`src/rtl/uart_key_rx.sv`:
```
// uart_key_rx
//   8N1 UART receiver that turns game-control keystrokes typed on a PC into
//   single-cycle key events. The serial line is synchronised, framed by a
//   small FSM with mid-bit sampling, and each correctly framed byte is
//   decoded into at most one key_pulse bit.
//
// Parameters
//   CLK_FREQ  clk frequency in Hz
//   BAUD      serial bit rate
//
// Ports
//   clk        in   system clock, rising edge
//   rst        in   asynchronous active-high reset
//   uart_rx    in   serial line, idle high, asynchronous to clk
//   rx_data    out  [7:0] last correctly framed byte
//   rx_valid   out  one-cycle pulse when rx_data updates
//   frame_err  out  one-cycle pulse when the stop bit samples low
//   key_pulse  out  [5:0] one-cycle key events, valid with rx_valid:
//                   0 left(a) 1 right(d) 2 down(s) 3 up(w) 4 speed(f) 5 pause(p)
//   rx_busy    out  high whenever the FSM is not in IDLE
module uart_key_rx #(
  parameter int unsigned CLK_FREQ = 32'd50_000_000,
  parameter int unsigned BAUD     = 115200
) (
  input  logic       clk,
  input  logic       rst,
  input  logic       uart_rx,
  output logic [7:0] rx_data,
  output logic       rx_valid,
  output logic       frame_err,
  output logic [5:0] key_pulse,
  output logic       rx_busy
);

  localparam int unsigned CPB  = CLK_FREQ / BAUD;
  localparam int unsigned HALF = CPB / 2;
  localparam logic [15:0] CPB_M1  = 16'(CPB - 1);
  localparam logic [15:0] HALF_M1 = 16'(HALF - 1);

  typedef enum logic [2:0] {
    IDLE  = 3'd0,
    START = 3'd1,
    DATA  = 3'd2,
    STOP  = 3'd3,
    BREAK = 3'd4
  } state_t;

  state_t      state_q, state_d;
  logic        sync1_q, rx_s_q;
  logic [15:0] timer_q, timer_d;
  logic [2:0]  idx_q, idx_d;
  logic [7:0]  shift_q, shift_d;
  logic [7:0]  data_q, data_d;
  logic        valid_q, valid_d;
  logic        ferr_q, ferr_d;
  logic [5:0]  key_q, key_d;
  logic        armed_q, armed_d;

  function automatic logic [5:0] decode_key(input logic [7:0] b);
    logic [5:0] k;
    case (b)
      8'h61, 8'h41: k = 6'b000001;
      8'h64, 8'h44: k = 6'b000010;
      8'h73, 8'h53: k = 6'b000100;
      8'h77, 8'h57: k = 6'b001000;
      8'h66, 8'h46: k = 6'b010000;
      8'h70, 8'h50: k = 6'b100000;
      default:      k = 6'b000000;
    endcase
    return k;
  endfunction

  // Synchroniser: reset to the idle (high) level so reset never looks like a start bit.
  always_ff @(posedge clk or posedge rst) begin
    if (rst) begin
      sync1_q <= 1'b1;
      rx_s_q  <= 1'b1;
    end else begin
      sync1_q <= uart_rx;
      rx_s_q  <= sync1_q;
    end
  end

  always_ff @(posedge clk or posedge rst) begin
    if (rst) begin
      state_q <= IDLE;
      timer_q <= '0;
      idx_q   <= '0;
      shift_q <= '0;
      data_q  <= '0;
      valid_q <= 1'b0;
      ferr_q  <= 1'b0;
      key_q   <= '0;
      armed_q <= 1'b0;
    end else begin
      state_q <= state_d;
      timer_q <= timer_d;
      idx_q   <= idx_d;
      shift_q <= shift_d;
      data_q  <= data_d;
      valid_q <= valid_d;
      ferr_q  <= ferr_d;
      key_q   <= key_d;
      armed_q <= armed_d;
    end
  end

  always_comb begin
    state_d = state_q;
    timer_d = timer_q;
    idx_d   = idx_q;
    shift_d = shift_q;
    data_d  = data_q;
    valid_d = 1'b0;
    ferr_d  = 1'b0;
    key_d   = '0;
    armed_d = armed_q;

    unique case (state_q)
      IDLE: begin
        // After reset the line may be mid-frame. Start detection is armed
        // only once the line has been seen high for a full bit time, so a
        // partial frame cannot be mistaken for a new one. Once armed it
        // stays armed, so back-to-back frames are caught on the first cycle.
        if (!armed_q) begin
          if (rx_s_q) begin
            if (timer_q == CPB_M1) begin
              armed_d = 1'b1;
              timer_d = '0;
            end else begin
              timer_d = timer_q + 16'd1;
            end
          end else begin
            timer_d = '0;
          end
        end else if (!rx_s_q) begin
          state_d = START;
          timer_d = '0;
        end
      end

      START: begin
        if (timer_q == HALF_M1) begin
          timer_d = '0;
          if (!rx_s_q) begin
            state_d = DATA;
            idx_d   = '0;
          end else begin
            state_d = IDLE;
          end
        end else begin
          timer_d = timer_q + 16'd1;
        end
      end

      DATA: begin
        if (timer_q == CPB_M1) begin
          timer_d = '0;
          shift_d = {rx_s_q, shift_q[7:1]};
          if (idx_q == 3'd7) begin
            state_d = STOP;
          end else begin
            idx_d = idx_q + 3'd1;
          end
        end else begin
          timer_d = timer_q + 16'd1;
        end
      end

      STOP: begin
        if (timer_q == CPB_M1) begin
          timer_d = '0;
          if (rx_s_q) begin
            data_d  = shift_q;
            valid_d = 1'b1;
            key_d   = decode_key(shift_q);
            state_d = IDLE;
          end else begin
            ferr_d  = 1'b1;
            state_d = BREAK;
          end
        end else begin
          timer_d = timer_q + 16'd1;
        end
      end

      BREAK: begin
        if (rx_s_q) begin
          state_d = IDLE;
          timer_d = '0;
        end
      end

      default: begin
        state_d = IDLE;
        timer_d = '0;
      end
    endcase
  end

  assign rx_data   = data_q;
  assign rx_valid  = valid_q;
  assign frame_err = ferr_q;
  assign key_pulse = key_q;
  assign rx_busy   = (state_q != IDLE);

endmodule

```
`config.mk`:
```
export PLATFORM = sky130hd
export DESIGN_NAME = uart_key_rx
export DESIGN_NICKNAME = d
export VERILOG_FILES = /design/src/rtl/uart_key_rx.sv
export SDC_FILE = /design/constraint.sdc
export NUM_CORES = 1
export LEC_CHECK = 0
export ABC_AREA = 1
export BUFFER_PORTS_ARGS = -buffer_cell sky130_fd_sc_hd__buf_2
export CORE_UTILIZATION = 45
export CTS_CLUSTER_SIZE = 24
export DETAILED_ROUTE_END_ITERATION = 6
export GPL_ROUTABILITY_DRIVEN = 1
export SYNTH_ARGS = -nofsm -noshare
export SYNTH_HDL_FRONTEND = slang
export SYNTH_SLANG_ARGS = --single-unit
```
`constraint.sdc`:
```
create_clock -name clk -period 2.2 [get_ports clk]
set_clock_uncertainty 0.1 [all_clocks]
set_input_delay 0.11 -clock clk [delete_from_list [all_inputs] [get_ports clk]]
set_output_delay 0.11 -clock clk [all_outputs]
set_load 0.005 [all_outputs]
```
# --- Word level (Yosys, flattened, before mapping) ---
# Cells that the tools add are included.
word_totals:
  register_bits: 49
  output_inout_bits: 17
  wordCells: 92
op_classes:
  add_sub_neg: 2
  n_eq_ne: 29
  mux: 35
  reduce_logical: 15
ops:
  columns: ["op", "n"]
  rows:
  - ["== test 8 x 7 -> 1 bit, second input constant", 12]
  - ["2-to-1 mux 16 bit", 6]
  - ["case mux 16 bit (4 select lines)", 1]
  - ["2-to-1 mux 3 bit", 12]
  - ["case mux 6 bit (6 select lines)", 1]
  - ["2-to-1 mux 6 bit", 3]
  - ["!= test 2 bit, second input constant", 9]
  - ["adder 16 x 1 -> 16 bit, second input constant", 1]
  - ["== test 16 x 8 -> 1 bit, second input constant", 1]
  - ["== test 16 x 9 -> 1 bit, second input constant", 1]
  - ["case mux 3 bit (5 select lines)", 1]
  - ["OR reduction 2 bit", 7]
  - ["2-to-1 mux 1 bit", 9]
  - ["AND reduction 7 bit", 1]
  - ["== test 3 x 2 -> 1 bit, second input constant", 2]
  - ["== test 3 bit, second input constant", 2]
  - ["case mux 3 bit (2 select lines)", 1]
  - ["AND reduction 5 bit", 1]
  - ["AND reduction 2 bit", 2]
  - ["adder 3 x 1 -> 3 bit, second input constant", 1]
  - ["== test 3 x 1 -> 1 bit, second input constant", 1]
  - ["logical NOT 3 bit", 1]
  - ["!= test 3 bit, second input constant", 1]
  - ["AND reduction 3 bit", 1]
  - ["3 further kinds", 3]

# --- Logic depth before layout (Yosys ltp) ---
# Gate-level depths: netlist (run 1).
depth:
  word_depth: 6
  mapped_depth: 12

# --- Least setup slack after synthesis (run 1) ---
# OpenSTA, ideal clock, no wires.
synth_path:
  path_type: "register to register"
  start: "register timer_q[1]"
  end: "register shift_q[1]"
  setup_time_ns: 0.122
  arrival_time_ns: 1.355
  setup_slack_ns: 0.623
  stages_incl_launch_ff: 9
  path_buffers: 1
  period_less_slack_ns: 1.577
  path_cell_list: "dfrtp_1 > inv_1 > ha_1 > nand3_1 > nor3_4 > nand2_2 > buf_6 > nand2_1 > o21ai_2"
synth_between:
  elab_chain_cells: 2
synth_lines:
  columns: ["item", "line_no", "source"]
  rows:
  - ["start, declared", "50", "logic [15:0] timer_q, timer_d;"]
  - ["start signal, assigned", "97", "timer_q <= timer_d;"]
  - ["== test 16 x 9 -> 1 bit", "157", "if (timer_q == CPB_M1) begin"]
  - ["AND reduction 2 bit (no line)", null, null]
  - ["end signal, assigned", "99", "shift_q <= shift_d;"]
  - ["end, declared", "52", "logic [7:0] shift_q, shift_d;"]
# Every way passes these cells.
# A chain may end at the register's enable or synchronous reset.

# --- Final worst setup path (run 1) ---
layout_path:
  start: "register timer_q[1]"
  end: "register data_q[6], in the netlist rx_data[6]"
layout_between:
  elab_chain_cells: 2
layout_lines:
  columns: ["item", "line_no", "source"]
  rows:
  - ["== test 16 x 9 -> 1 bit", "171", "if (timer_q == CPB_M1) begin"]
  - ["AND reduction 3 bit (no line)", null, null]
  - ["end signal, assigned", "100", "data_q <= data_d;"]
  - ["end, declared", "53", "logic [7:0] data_q, data_d;"]
# Every way passes these cells.

==> results of run 1 <==
## sequential cells by signal, summed over array words and instances (netlist names)
| name | flops |
|---|---|
| timer_q | 16 |
| rx_data | 8 |
| shift_q | 8 |
| key_pulse | 6 |
| idx_q | 3 |
| state_q | 3 |
| armed_q | 1 |
| frame_err | 1 |
| rx_s_q | 1 |
| rx_valid | 1 |
| sync1_q | 1 |
## tightest hold or removal path, delay by kind of cell
family                 cells  cell delay [ns]
buffers and inverters      3             1.02
## worst min-delay path by stage
stage	slack [ns]	to	startpoint	cells past startpoint
finish	0.26	rx_valid	rst	3
global route	0.25	rx_s_q	sync1_q	0
CTS	0.26	rx_s_q	sync1_q	0
detailed placement	0.07	rx_valid	rst	2
global placement	0.07	rx_valid	rst	2
floorplan	0.01	sync1_q	uart_rx	0
## metrics by stage
step | setup WS [ns] | util, % | std cells | area [µm²]
after floorplan | 0.623 | - | 310 | 2570
after global placement | 0.407 | 49.8 | 399 | 2740
after detailed placement | 0.341 | 49.8 | 399 | 2740
after CTS | 0.330 | 51.9 | 409 | 2860
after global routing | 0.176 | 51.9 | 409 | 2860
final | 0.332 | 51.9 | 409 | 2860
## repair_timing
action | 4_1_cts | 5_1_grt
gates resized for setup | 0 | 0
hold buffers | 2 | 0
endpoints found under the hold margin | 24 | 0
## layout make-up
class	instances	area (µm²)	area share, %
sequential	49	1230	43.0
multi-input combinational	215	1140	40.0
inverter	43	161	5.64
timing repair buffer	22	135	4.72
tap	72	90.1	3.15
clock buffer	6	82.6	2.89
clock inverter	2	17.5	0.612
## synthesized netlist by cell type
cell,count
nand4_1,13
dfstp_2,2
dfrtp_1,47
o21ai_0,8
buf_6,3
xnor2_1,1
nand3b_1,1
inv_2,6
nand2_1,81
nand3_2,3
nor3_2,2
a31o_2,1
nand2_2,5
o21ai_1,3
nor3_1,5
inv_1,36
ha_1,5
nand4_4,1
nor2_2,3
nand4_2,1
o21ai_2,15
nand3_1,14
o31ai_1,1
xor2_1,4
nor3_4,2
nor2_4,1
clkinv_1,1
nor2_1,44
a21oi_1,1
## routing by layer
layer / up-vias / global-route usage (%)
li1: 1040 / -
met1: 943 / 26.8
met3: 8 / 3.06
met5: - / 0
met4: 0 / 7.36
met2: 32 / 30.2
## logic make-up (layout without fill, tap and decap cells)
logic type	Yosys count	count (layout)	share of synthesized area (%)
compound gates	29	29	8.09
xor+xnor	5	5	1.70
fa+ha+maj	5	5	2.44
buf+inv	46	73	7.60
flops	49	49	47.8
simple gates	176	176	32.3
## where the power goes
part | internal (mW) | switching, mW | total (mW)
Clock | 0.261 | 0.314 | 0.575
Sequential | 0.908 | 0.00821 | 0.916
Combinational | 0.0202 | 0.0409 | 0.0611
==> flow_summary.ini, run 1 <==
[run_status]
status = completed

[setup_path]
crit_fanout = 19
delay_of_the_slowest_cell_on_the_worst_path_ns = 0.41
critical_path.cell_chain = inv_1 -> ha_1 -> nand3_1 -> nor3_4 -> nand2_2 -> nand2_1 -> o21ai_2
worst_setup_path_end_kind = flip-flop
worst_setup_path_type = flip-flop to flip-flop
reg2reg_slack_ns = 0.33
critPathBufInv = 1
critical_path.reg2reg.startpoint = timer_q[1]
setup.worst_path.end = rx_data[6]
worst_path_slowest_cell = dfrtp_1
critPathTopFamily = simple AND/OR/NAND/NOR gates
rr_worst_depth = 7
cp_data_arrival_time_ns = 1.96
worstSetupStartpoint = timer_q[1]
worst-path-stages = 7
cp-start-kind = flip-flop
required_ns = 2.29
endpoint_of_the_worst_slack_reg_to_reg_timing_path = rx_data[6]

[yosys]
synth_area_um2 = 2570
synth_largest_area_cell = dfrtp_1
post_synth.cell_area_avg_um2 = 8.29
post_synth_inst_count = 310
synth_fp_nets = 318
seq_area_frac_synth_pct = 47.8
ys_top_cells_by_area = dfrtp_1, nand2_1, nor2_1, inv_1, o21ai_2
number_of_storage_elements_in_the_synthesis_netlist = 49
synth_top_cell_area_share_pct = 45.8
ys.warnings.count = 0
synth_cell_type_count = 29

[finish]
mostFrequentLayoutCell = nand2_1
nFillCells = 527
post_route_cells_drive_above_1_share_pct = 21.1
area_growth_pct = 11.3
insertedDiodeCount = 0
layout_common_cells = nand2_1, dfrtp_1, nor2_1
final_net_count = 344

[clock_tree]
cts_setup_buffers = 0
ctsRootBufferMaster = clkbuf_8
clock_insertion_delay_worst_skew_ns = 0.31
tritoncts = built
cts.sinks = 49
cts-root-to-sink-buffers = 2
tritoncts.num_buffers = 5
clkTransAtPathRegs_ns = 0.10
htree_levels = 2

[floorplanning]
die_w_um = 77.6
io-pin-count = 20
die_h_um = 77.6
initial_cell_density_of_the_core_pct = 46.6
dieArea_um2 = 6010
core_area_um2 = 5510
num_rows = 27

[timing]
setup-tns-final_ns = 0
unrepaired_setup_endpoints_after_global_routing = no
drv_slew = 0
worst_slew_margin_rel_pct = 66.4
setup_viol = 0
timing.final.hold_violations = 0
holdWs_ns = 0.256
max_clock_freq_ghz = 0.535
worst_pin_slew_ns = 0.503
period_share_pct = 84.9
min_period_ns = 1.87

[routing]
routed_wl_mm = 5.04
avgRoutedWirePerCell_um = 12.3
route.top_layer_used = met4
met3_wirelength_um = 138
routed_length_on_met2_mm = 2.30
drt.antenna.violating_nets = 0
wl_met1_mm = 2.53
drc = 0
dr_total_vias = 2023
via_per_inst = 4.95
drt_first_iter_violations = 151
first_pass_iters = 4

[place]
port_buffers = 19
final_weighted_congestion_in_routability_driven_placement = 0.902
place_hpwl_mm = 3.85

[worst_hold_path]
hp-class = primary input to async pin

[power]
finalPower_mw = 1.55
leakage_nw = 1.44
ir_drop_mv = 0.258
powerDensity_nw_per_um2 = 543

[global_route]
first_pass_grt_wire_length_mm = 9.09
track_usage_pct = 19.3
antenna_found_initial = 0
grt_pass1_vias = 1932
grt_start_max_net_pins = 27
remaining_overflow_grt = 0

[flow_run]
timing.max_cap.violations = 0
Note: power is estimated with default switching activity, not from simulation.
==> run 2: changes to the inputs <==
Settings changed: ABC_AREA 1 to 0.
Clock period 2.2 ns to 1.89 ns, I/O delays scaled along.
==> run 2 against run 1 <==
  * The flow now finishes with violations (setup timing)
  * Critical endpoint is now timer_q[11]
  * Design area grew 16%
  * Sequential power increased by 23%
  * Sequential cell count stayed put
  * Critical path depth unchanged
  * First-iteration DRC count shrank 58%
  * Worst setup slack got worse by 0.83 ns
  * Power rose by 46%
  * Wire length increased by 7.4%
  * Synthesized area fell by 6.8%
  * Via count fell by 3.1%
==> flow_summary.ini, run 2 <==
[global_route]
antenna_found_initial = 0
track_usage_pct = 20.8
grt_start_max_net_pins = 22
first_pass_grt_wire_length_mm = 8.83
grt_pass1_vias = 1865
remaining_overflow_grt = 0

[finish]
largest-register = timer_q
layout_common_cells = dfrtp_1, buf_4, buf_2
final_net_count = 298
finish.cell_count_without_fillers = 361
stdcell_area_um2 = 3320
largest_register_ff_count = 16
area_growth_pct = 38.5
post_route_cells_drive_above_1_share_pct = 49.1
mostFrequentLayoutCell = dfrtp_1
insertedDiodeCount = 0

[setup_path]
crit_fanout = 6
setup.worst_path.end = timer_q[11]
worstSetupStartpoint = timer_q[1]
reg2reg_slack_ns = -0.50
cp_data_arrival_time_ns = 2.47
required_ns = 1.97
worst_setup_path_type = flip-flop to flip-flop
rr_worst_depth = 7
cp-start-kind = flip-flop
endpoint_of_the_worst_slack_reg_to_reg_timing_path = timer_q[11]
critical_path.reg2reg.startpoint = timer_q[1]
worst_setup_path_end_kind = flip-flop

[clock_tree]
htree_levels = 2
clock_insertion_delay_worst_skew_ns = 0.30
ctsRootBufferMaster = clkbuf_8
cts-root-to-sink-buffers = 2
tritoncts.num_buffers = 5
clkTransAtPathRegs_ns = 0.09
tritoncts = built
cts.sinks = 49

[floorplanning]
initial_cell_density_of_the_core_pct = 46.9
die_h_um = 75.0
io-pin-count = 20
core_area_um2 = 5110
dieArea_um2 = 5620
num_rows = 26
die_w_um = 75.0

[timing]
holdWs_ns = 0.249
max_clock_freq_ghz = 0.418
setup_ws_ns = -0.500
worst_pin_slew_ns = 0.581
worst_slew_margin_rel_pct = 61.2
drv_slew = 0
setup-tns-final_ns = -16.97
timing.final.hold_violations = 0
min_period_ns = 2.39
period_share_pct = 126
setup_viol = 47
unrepaired_setup_endpoints_after_global_routing = yes

[yosys]
synth.mux.area_fraction_pct = 8.57
ys_top_cells_by_area = dfrtp_1, mux2_2, nand2_1, ha_1, a21oi_1
synth_cell_type_count = 51
post_synth_inst_count = 218
synth_top_cell_area_share_pct = 49.1
synth_area_um2 = 2390
yosysMostFrequentCell = dfrtp_1
postSynth.asyncResetShare_pct = 100
ys.warnings.count = 0
synth_compound_area_share_pct = 13.0
largest_family_of_logic_cells_by_synthesized_area = simple AND/OR/NAND/NOR gates
synth_fp_nets = 226
post_synth_xor_area_fraction_pct = 1.10
seq_area_frac_synth_pct = 51.3
yosys.area_share.adder_pct = 2.61
post_synth_most_frequent_cells = dfrtp_1, nand2_1, mux2_2
synth_largest_area_cell = dfrtp_1
yosys_most_used_dff = dfrtp_1
number_of_storage_elements_in_the_synthesis_netlist = 49
synth-simple-area-share_pct = 19.7
synth_enable_flop_cells = 0
post_synth.cell_area_avg_um2 = 11.0

[routing]
drt.antenna.violating_nets = 0
dr_total_vias = 1961
drt_first_iter_violations = 63
routed_wl_mm = 5.41
first_pass_iters = 4
avgRoutedWirePerCell_um = 15.0
via_per_inst = 5.43
drc = 0

[place]
placement.cell_area_um2 = 2950
placement.setup.worst_slack_ns = -0.512
port_buffers = 19
final_weighted_congestion_in_routability_driven_placement = 0.778
place_inst = 341
place_hpwl_mm = 3.64

[power]
powerDensity_nw_per_um2 = 684
ir_drop_mv = 0.630
leakage_nw = 1.56

[flow_run]
timing.max_cap.violations = 0

[worst_hold_path]
hp-class = primary input to async pin

[run_status]
status = finished with violations
failed_checks = setup timing
-- run 2: worst min path at each step --
stage	slack [ns]	start	endpoint	cells after the start
2_1_floorplan	-0.001	uart_rx	sync1_q	0
3_3_place_gp	0.03	rst	key_pulse[2]	2
3_5_place_dp	0.03	rst	timer_q[3]	2
4_1_cts	0.26	sync1_q	rx_s_q	0
5_1_grt	0.27	sync1_q	rx_s_q	0
6_report	0.25	rst	key_pulse[2]	3
-- run 2: per-layer routing --
layer / global-route usage, % / up-vias / routed length, µm
li1: - / 948 / -
met1: 27.0 / 973 / 2480
met2: 36.4 / 34 / 2750
met3: 2.95 / 6 / 111
met4: 5.66 / 0 / 70
met5: 0 / - / 0
-- run 2: logic make-up (layout without fill, tap and decap cells) --
logic type,Yosys count,after routing
buf+inv,17,88
flops,49,49
xor+xnor,3,3
compound gates,47,49
mux,18,18
simple gates,79,79
fa+ha+maj,5,5
-- run 2: final cells by class --
| type | count | area (µm²) |
|---|---|---|
| fillers | 415 | 1790 |
| multi-input cells | 154 | 1330 |
| flip-flops and latches | 49 | 1230 |
| repair buffers | 73 | 556 |
| well taps | 70 | 87.6 |
| clock buffers | 5 | 68.8 |
| inverters | 7 | 26.3 |
| clock inverters | 3 | 21.3 |
-- run 2: through the flow --
stage / total power, mW / utilization [%]
floorplan: 1.39 / -
global placement: 1.55 / 57.8
detailed placement: 1.56 / 57.8
CTS: 2.22 / 62.2
global route: 2.37 / 64.9
finish: 2.27 / 64.9
-- run 2: worst max-delay path: stages (launching register included) --
cell       delay [ns]
dfrtp_1          0.40
inv_2            0.08
ha_4             0.11
or4bb_1          0.42
or4_4            0.63
a2bb2oi_4        0.29
nor3_1           0.08
o21bai_1         0.15
-- run 2: power by group --
part           internal [mW]  switching [mW]  leakage [nW]
Sequential              1.10          0.0334         0.673
Combinational          0.240           0.274         0.841
Clock                  0.263           0.360        0.0445
-- run 2: timing repair --
action / CTS / global route
resized for setup: 10 / 27
pin swaps: 7 / 7
buffers inserted: 5 / 3
endpoints found under the hold margin: 20 / 0
hold buffers: 2 / 0
endpoints found under the setup margin: 47 / 47
cloned: 2 / 0
==> run 3: changes to the inputs <==
Settings changed: SKIP_CTS_REPAIR_TIMING from default to 1.
==> run 3 against run 2 <==
  * The flow still finishes with violations (setup timing)
  * Core utilization up 0.88 points
  * Design area rose by 1.4%
  * Worst hold slack worse by 0.0010 ns
  * Critical path depth grew 1
  * Global-route usage fell by 1.5 points
  * Critical path type unchanged
  * Highest routed layer unchanged
==> flow_summary.ini, run 3 (synthesized netlist as in run 2, its figures left out) <==
[power]
finalPower_mw = 2.27
powerDensity_nw_per_um2 = 676
ir_drop_mv = 0.542
leakage_nw = 1.58

[finish]
final_net_count = 301
insertedDiodeCount = 0
layout_common_cells = dfrtp_1, buf_4, buf_2
largest-register = timer_q
area_growth_pct = 40.3
mostFrequentLayoutCell = dfrtp_1
stdcell_area_um2 = 3360
nFillCells = 408
finish.cell_count_without_fillers = 364
largest_register_ff_count = 16
post_route_cells_drive_above_1_share_pct = 50.7
post-route-util_pct = 65.8

[timing]
period_share_pct = 128
max_clock_freq_ghz = 0.414
worst_pin_slew_ns = 0.506
unrepaired_setup_endpoints_after_global_routing = yes
drv_slew = 0
min_period_ns = 2.41
worst_slew_margin_rel_pct = 66.2
setup_viol = 47
holdWs_ns = 0.248
timing.final.hold_violations = 0
setup_ws_ns = -0.523

[global_route]
track_usage_pct = 19.3
grt_start_max_net_pins = 22
remaining_overflow_grt = 0
grt_pass1_vias = 1752
antenna_found_initial = 0
first_pass_grt_wire_length_mm = 8.22

[routing]
drc = 0
avgRoutedWirePerCell_um = 14.7
drt.antenna.violating_nets = 0
dr_total_vias = 1950
drt_first_iter_violations = 58
first_pass_iters = 4
via_per_inst = 5.36
routed_wl_mm = 5.34

[floorplanning]
die_h_um = 75.0
dieArea_um2 = 5620
initial_cell_density_of_the_core_pct = 46.9
num_rows = 26
core_area_um2 = 5110
io-pin-count = 20
die_w_um = 75.0

[flow_run]
timing.max_cap.violations = 0

[run_status]
failed_checks = setup timing
status = finished with violations

[setup_path]
critical_path.cell_chain = inv_2 -> ha_4 -> or4bb_1 -> or4_4 -> o2bb2ai_4 -> buf_6 -> a21oi_2 -> o21bai_1
critPathBufInv = 2
critical_path.reg2reg.startpoint = timer_q[1]
cp-start-kind = flip-flop
required_ns = 1.98
rr_worst_depth = 8
worst_path_slowest_cell = or4_4
critPathTopFamily = simple AND/OR/NAND/NOR gates
reg2reg_slack_ns = -0.52
delay_of_the_slowest_cell_on_the_worst_path_ns = 0.59
crit_fanout = 8
endpoint_of_the_worst_slack_reg_to_reg_timing_path = timer_q[14]
cp_data_arrival_time_ns = 2.50
worst_setup_path_type = flip-flop to flip-flop
worst_setup_path_end_kind = flip-flop

[worst_hold_path]
hp-class = primary input to async pin

[clock_tree]
clkTransAtPathRegs_ns = 0.09
cts.sinks = 49
cts-root-to-sink-buffers = 2
htree_levels = 2
tritoncts.num_buffers = 5
clock_insertion_delay_worst_skew_ns = 0.29
ctsRootBufferMaster = clkbuf_8
tritoncts = built

[place]
place_inst = 341
place_hpwl_mm = 3.64
final_weighted_congestion_in_routability_driven_placement = 0.778
placement.cell_area_um2 = 2950
port_buffers = 19
==> run 3: through the flow <==
step                      setup TNS, ns  worst slack (ns)
after floorplan                  -10.72            -0.387
after global placement           -13.66            -0.468
after detailed placement         -14.92            -0.512
after CTS                        -16.49            -0.562
after global routing             -19.50            -0.576
final                            -16.61            -0.523
==> run 3: final cells by class <==
cell class	instances	area (µm²)	share of cell area, %
Timing Repair Buffer	77	602	17.9
Clock inverter	3	21.3	0.633
Multi-Input combinational cell	153	1330	39.5
Inverter	7	26.3	0.782
Tap cell	70	87.6	2.61
Sequential cell	49	1230	36.6
Clock buffer	5	68.8	2.05
==> run 3: where the power goes <==
group          switching [mW]  total [mW]  leakage (nW)  internal (mW)
registers              0.0334        1.13         0.673           1.10
logic                   0.271       0.517         0.866          0.246
clock network           0.358       0.621        0.0445          0.263
total                   0.663        2.27          1.58           1.61
==> run 3: worst min-delay path, cell delays in order <==
cell	delay (ns)
dlygate4sd3_1	0.53
buf_2	0.12
inv_2	0.34
==> run 3: layer usage <==
metal | up-vias | routed length, µm | GRT usage, %
li1 | 950 | - | -
met1 | 955 | 2510 | 25.2
met2 | 35 | 2610 | 32.7
met3 | 10 | 114 | 2.95
met4 | 0 | 111 | 6.71
met5 | - | 0 | 0
==> run 3: worst max-delay path by stage <==
stage,from,endpoint,slack (ns),cells past startpoint
after floorplan,timer_q[0],timer_q[13],-0.39,8
after global routing,timer_q[1],timer_q[14],-0.58,8
after global placement,timer_q[1],timer_q[11],-0.47,8
after CTS,timer_q[1],timer_q[11],-0.56,8
final,timer_q[1],timer_q[14],-0.52,8
after detailed placement,timer_q[1],timer_q[11],-0.51,8
